$ cat src/rtl/ifetch_queue.sv
// Instruction fetch front-end: issues fixed-latency word reads, buffers {pc, instr}
// in a small FIFO for decode, and flushes/refetches on a downstream redirect.
module ifetch_queue #(
   parameter int unsigned DEPTH    = 4,
   parameter logic [31:0] RESET_PC = 32'h0000_0000,
   parameter int unsigned CNT_W    = $clog2(DEPTH + 1)
) (
   input  logic             clock,
   input  logic             rst_n,
   output logic             imem_req,
   output logic [31:0]      imem_addr,
   input  logic [31:0]      i_datain,
   input  logic             imem_rvalid,
   input  logic             redirect,
   input  logic [31:0]      redirect_pc,
   output logic             out_valid,
   input  logic             out_ready,
   output logic [31:0]      out_instr,
   output logic [31:0]      out_pc,
   output logic [CNT_W-1:0] fifo_count
);

   localparam int unsigned PTR_W = (DEPTH > 1) ? $clog2(DEPTH) : 1;
   localparam int unsigned OCC_W = CNT_W + 1;

   typedef struct packed {
      logic [31:0] pc;
      logic [31:0] instr;
   } entry_t;

   entry_t           r_mem [DEPTH];
   logic [PTR_W-1:0] r_head;
   logic [PTR_W-1:0] r_tail;
   logic [CNT_W-1:0] r_count;
   logic [31:0]      r_pc;
   logic [31:0]      r_req_pc;
   logic             r_inflight;
   logic             r_drop;

   logic             w_inflight;
   logic             w_push;
   logic             w_pop;
   logic [OCC_W-1:0] w_occ;
   logic [PTR_W-1:0] w_rd_ptr;
   logic             w_unused;

   // Issue only while buffered plus in-flight words leave room for the response.
   always_comb begin
      w_inflight = r_inflight & ~r_drop;
      w_occ      = OCC_W'(r_count) + OCC_W'(w_inflight);
      imem_req   = rst_n & ~redirect & (w_occ < OCC_W'(DEPTH));
      w_push     = imem_rvalid & ~r_drop;
      w_pop      = out_valid & out_ready;
   end

   // When empty, keep showing the most recently presented slot.
   assign out_valid  = (r_count != '0);
   assign w_rd_ptr   = out_valid ? r_head : (r_head - PTR_W'(1));
   assign out_instr  = r_mem[w_rd_ptr].instr;
   assign out_pc     = r_mem[w_rd_ptr].pc;
   assign fifo_count = r_count;
   assign imem_addr  = r_pc;
   assign w_unused   = ^redirect_pc[1:0];

   // Fetch PC, PC of the outstanding request, and response-drop tracking.
   always_ff @(posedge clock or negedge rst_n) begin
      if (!rst_n) begin
         r_pc       <= RESET_PC;
         r_req_pc   <= RESET_PC;
         r_inflight <= 1'b0;
         r_drop     <= 1'b0;
      end else begin
         r_inflight <= imem_req;
         r_drop     <= redirect;
         if (redirect) begin
            r_pc <= {redirect_pc[31:2], 2'b00};
         end else if (imem_req) begin
            r_pc     <= r_pc + 32'd4;
            r_req_pc <= r_pc;
         end
      end
   end

   // FIFO storage; a redirect flushes and overrides any push or pop in that cycle.
   always_ff @(posedge clock or negedge rst_n) begin
      if (!rst_n) begin
         r_head  <= '0;
         r_tail  <= '0;
         r_count <= '0;
         for (int i = 0; i < int'(DEPTH); i++) begin
            r_mem[i] <= '0;
         end
      end else if (redirect) begin
         r_count <= '0;
         if (r_count != '0) begin
            r_head <= r_head + PTR_W'(1);
            r_tail <= r_head + PTR_W'(1);
         end
      end else begin
         if (w_push) begin
            r_mem[r_tail].pc    <= r_req_pc;
            r_mem[r_tail].instr <= i_datain;
            r_tail              <= r_tail + PTR_W'(1);
         end
         if (w_pop) begin
            r_head <= r_head + PTR_W'(1);
         end
         if (w_push && !w_pop) begin
            r_count <= r_count + CNT_W'(1);
         end else if (w_pop && !w_push) begin
            r_count <= r_count - CNT_W'(1);
         end
      end
   end

   // The issue rule must make a push into a full FIFO impossible.
   a_no_overflow : assert property (@(posedge clock) disable iff (!rst_n)
      !(w_push && !redirect && (r_count == CNT_W'(DEPTH))));

endmodule

$ cat config.mk
export PLATFORM = sky130hd
export DESIGN_NAME = ifetch_queue
export DESIGN_NICKNAME = d
export VERILOG_FILES = /design/src/rtl/ifetch_queue.sv
export SDC_FILE = /design/constraint.sdc
export NUM_CORES = 1
export LEC_CHECK = 0
export BUFFER_PORTS_ARGS = -buffer_cell sky130_fd_sc_hd__buf_2
export CAP_MARGIN = 5
export CELL_PAD_IN_SITES_DETAIL_PLACEMENT = 0
export CELL_PAD_IN_SITES_GLOBAL_PLACEMENT = 1
export CORE_AREA = 3 3 192 194
export CTS_CLUSTER_DIAMETER = 200
export DETAILED_ROUTE_END_ITERATION = 16
export DIE_AREA = 0 0 195 197
export PLACE_DENSITY_LB_ADDON = 0.1
export SYNTH_ARGS = -nofsm -noshare
export SYNTH_HDL_FRONTEND = slang
export SYNTH_SLANG_ARGS = --single-unit
$ cat constraint.sdc
create_clock -name clock -period 6.1 [get_ports clock]
set_input_delay 0.61 -clock clock [delete_from_list [all_inputs] [get_ports clock]]
set_output_delay 0.61 -clock clock [all_outputs]
set_load 0.01 [all_outputs]
==> summary.txt <==
Job
  – MaxCap Viol Count: 0

Floorplanning
  – Core box area: 35400 µm²
  – Die width: 195 µm
  – Die footprint: 38420 µm²
  – Std-Cell Rows: 69
  – Initial Util: 0.3990
  – Ports: 170
  – Die height: 197 µm

Yosys
  – Syn avg cell area: 15.39 µm²
  – Top cell type by total area after synthesis: dfrtp_1
  – Mapped Area: 14120 µm²
  – Synth Instances: 918
  – Post-synthesis sequential area ratio: 0.5617
  – Synth top area cells: dfrtp_1 (56%), mux2_2 (22%), mux4_2 (9.6%)
  – Synth cell types: 43
  – Synthesis Warnings: 0
  – Post-synthesis register bit count: 317
  – Synth top area share: 0.5617

Clock tree
  – Post-CTS Setup Bufs: 0
  – Total CTS buffers: 37
  – CTS tree: built
  – Clock-pin slew on the worst setup and hold paths: 60 ps
  – Clk buf depth: 3
  – Cts repair resizes: 0
  – Worst-Skew Late Latency: 520 ps
  – Root Buffer Master: clkbuf_16
  – CTS Sinks: 317
  – Hold_buf cts: 0
  – Htree depth: 2

Timing
  – Setup WS post-layout: 2037 ps
  – Relative slew slack: 0.4095
  – Least-Margin Pin Slew: 883.8 ps
  – Tmin final: 4063 ps
  – Max Transition Viols Final: 0
  – Setup-failing EPs final: 0
  – FMAX: 0.2461 GHz
  – Sum Neg Setup Slack: 0 ps
  – Final hold vios: 0
  – Fin crit share: 0.6661
  – Setup Skew: 13.23 ps
  – RSZ-0062 raised after global routing: false

Critical path
  – Startpoint types: register
  – Crit path required time: 5490 ps
  – Critical path peak fanout: 35
  – Critical path class: register to output pin
  – WP data arrival: 3450 ps
  – CP endpoint kind: output pin

Place
  – Port buffer count: 163
  – Post-place setup slack: 2506 ps
  – Dpl hpwl: 20510 µm
  – Gpl congestion: 0.7219

GRT
  – Initial antenna violation count: 2
  – First-pass GRT wire length: 52700 µm
  – Vias in the first global route: 8778
  – GR Util All Layers: 0.1747
  – Largest net degree at the start of global routing: 142
  – GR Overflow Total: 0

Layout
  – Multi-input gate area: 5807 µm²
  – Reg area: 7933 µm²
  – Filler cells: 3240
  – Area Overhead vs Synth: 17.36%
  – Nets: 1155
  – ANT cells: 0
  – Share of cells above drive strength 1: 0.5366

Drt
  – ANT nets after route: 0
  – 1st-iter DRT viols: 252
  – Via count: 8114
  – Drt drc: 0
  – Final wirelength: 33010 µm
  – DR WL/cell: 21.05 µm
  – Via-per-instance ratio: 5.175
  – DRT Pass-1 Iters: 4

Pwr
  – Cell leakage power: 0.007361 µW
  – Max IR drop VDD: 0.0003157 V
  – PwrDens: 592.5 nW/µm²

Status
  – Status: finished clean

Hold path
  – Hold WC Path Type: input port to asynchronous set/reset pin
sequential cells by signal, summed over array words and instances, names as in the netlist:
| register | count |
|---|---|
| r_drop | 1 |
| r_head | 2 |
| imem_addr | 30 |
| fifo_count | 3 |
| r_mem | 248 |
| r_req_pc | 30 |
| r_inflight | 1 |
| r_tail | 2 |
final cells by class:
type,count,area share
Clock inverter,10,0.006265
Timing Repair Buffer,178,0.05812
Multi-Input combinational cell,540,0.3503
Clock buffer,56,0.07058
Inverter,6,0.001359
Tap cell,461,0.03480
Sequential cell,317,0.4786
synthesized netlist by cell type:
master	number
buf_12	7
nor2b_1	1
nand2_2	1
nand4_1	15
mux2i_1	2
conb_1	1
or3_4	1
o21ai_0	29
and2_1	5
inv_1	6
nor4_1	2
and4b_2	1
dfrtp_1	317
and4_1	2
nand2b_1	2
nor2_2	1
nand3_1	14
a31o_2	1
a31oi_1	1
ha_1	5
nor2b_4	1
buf_2	33
clkbuf_1	13
fa_1	1
or3_1	2
nor3_1	6
a21oi_1	1
buf_6	1
and3_1	6
mux2_2	280
mux4_1	2
nand2_1	39
nor2_1	12
a211o_1	2
o211ai_1	5
mux4_2	60
xnor2_1	12
nor4bb_1	1
or2_2	1
buf_4	4
a211oi_1	1
nor4_4	1
xor2_1	20
cells in the final DEF (no fill, tap or decap), drive strengths merged:
cell type / n
nor4bb: 1
a211o: 2
bufinv: 2
clkbuf: 56
a21oi: 1
nor3: 6
clkinv: 7
and4: 2
nor2: 13
buf: 178
or2: 1
conb: 4
a31oi: 1
ha: 5
mux2: 280
mux2i: 2
nand2: 40
mux4: 62
nor2b: 2
nor4: 3
fa: 1
nand3: 14
xor2: 20
a31o: 1
and2: 5
inv: 7
dfrtp: 317
and4b: 1
o21ai: 29
or3: 3
a211oi: 1
nand2b: 2
xnor2: 12
o211ai: 5
and3: 6
nand4: 15
final timing paths:
check	startpoint	end	slack (ps)	depth (start not counted)
max	fifo_count[0]$_DFFE_PN0P_	out_pc[9]	2040	6
min	rst_n	r_mem[18]$_DFFE_PN0P_	30	1
max reg2reg	r_drop$_DFF_PN0_	r_mem[138]$_DFFE_PN0P_	3400	5
min reg2reg	r_mem[162]$_DFFE_PN0P_	r_mem[162]$_DFFE_PN0P_	500	1
max in group asynchronous	rst_n	imem_addr[15]$_DFFE_PN0P_	4830	2
min in group clock	redirect_pc[11]	imem_addr[11]$_DFFE_PN0P_	300	3
layer usage:
layer / GRT usage / wire (µm)
met5: 0 / 27
met4: 0.04093 / 529
met3: 0.03966 / 1764
met2: 0.2726 / 15270
met1: 0.2517 / 15420
cell families (layout without fill, tap and decap cells):
kind of cell / count (synthesis) / count (layout) / synth area share
mux: 344 / 344 / 0.3241
other cells: 1 / 4 / 0.0002655
fa+ha+maj: 6 / 6 / 0.005847
simple gates: 114 / 114 / 0.04261
buf+inv: 64 / 250 / 0.02959
flops: 317 / 317 / 0.5617
compound gates: 40 / 40 / 0.01612
xor+xnor: 32 / 32 / 0.01984
through the flow:
stage                     cells  utilization  hold slack [ps]  instance area (µm²)  total power (µW)
after floorplan             921            -            314.4                14130              6429
after global placement     1502       0.4323            482.2                15300              7644
after detailed placement   1502       0.4323            490.3                15300              7704
after CTS                  1568       0.4683            54.71                16580             10020
after global routing       1568       0.4683            74.42                16580             10460
final                      1568       0.4683            34.78                16580              9821
power by group:
group | internal [µW] | leakage, µW | switching (µW)
sequential | 3010 | 0.00392 | 535
combinational | 2210 | 0.00280 | 1810
clock | 1410 | 0.000639 | 849
worst max-delay path, stage by stage, from the launching register on:
cell and delay [ps]:
dfrtp_1 430, or3_4 460, nand2_2 100, nor2b_4 730
buf_12 380, mux4_2 600, buf_2 160
Power figures use the tool's default switching activity.
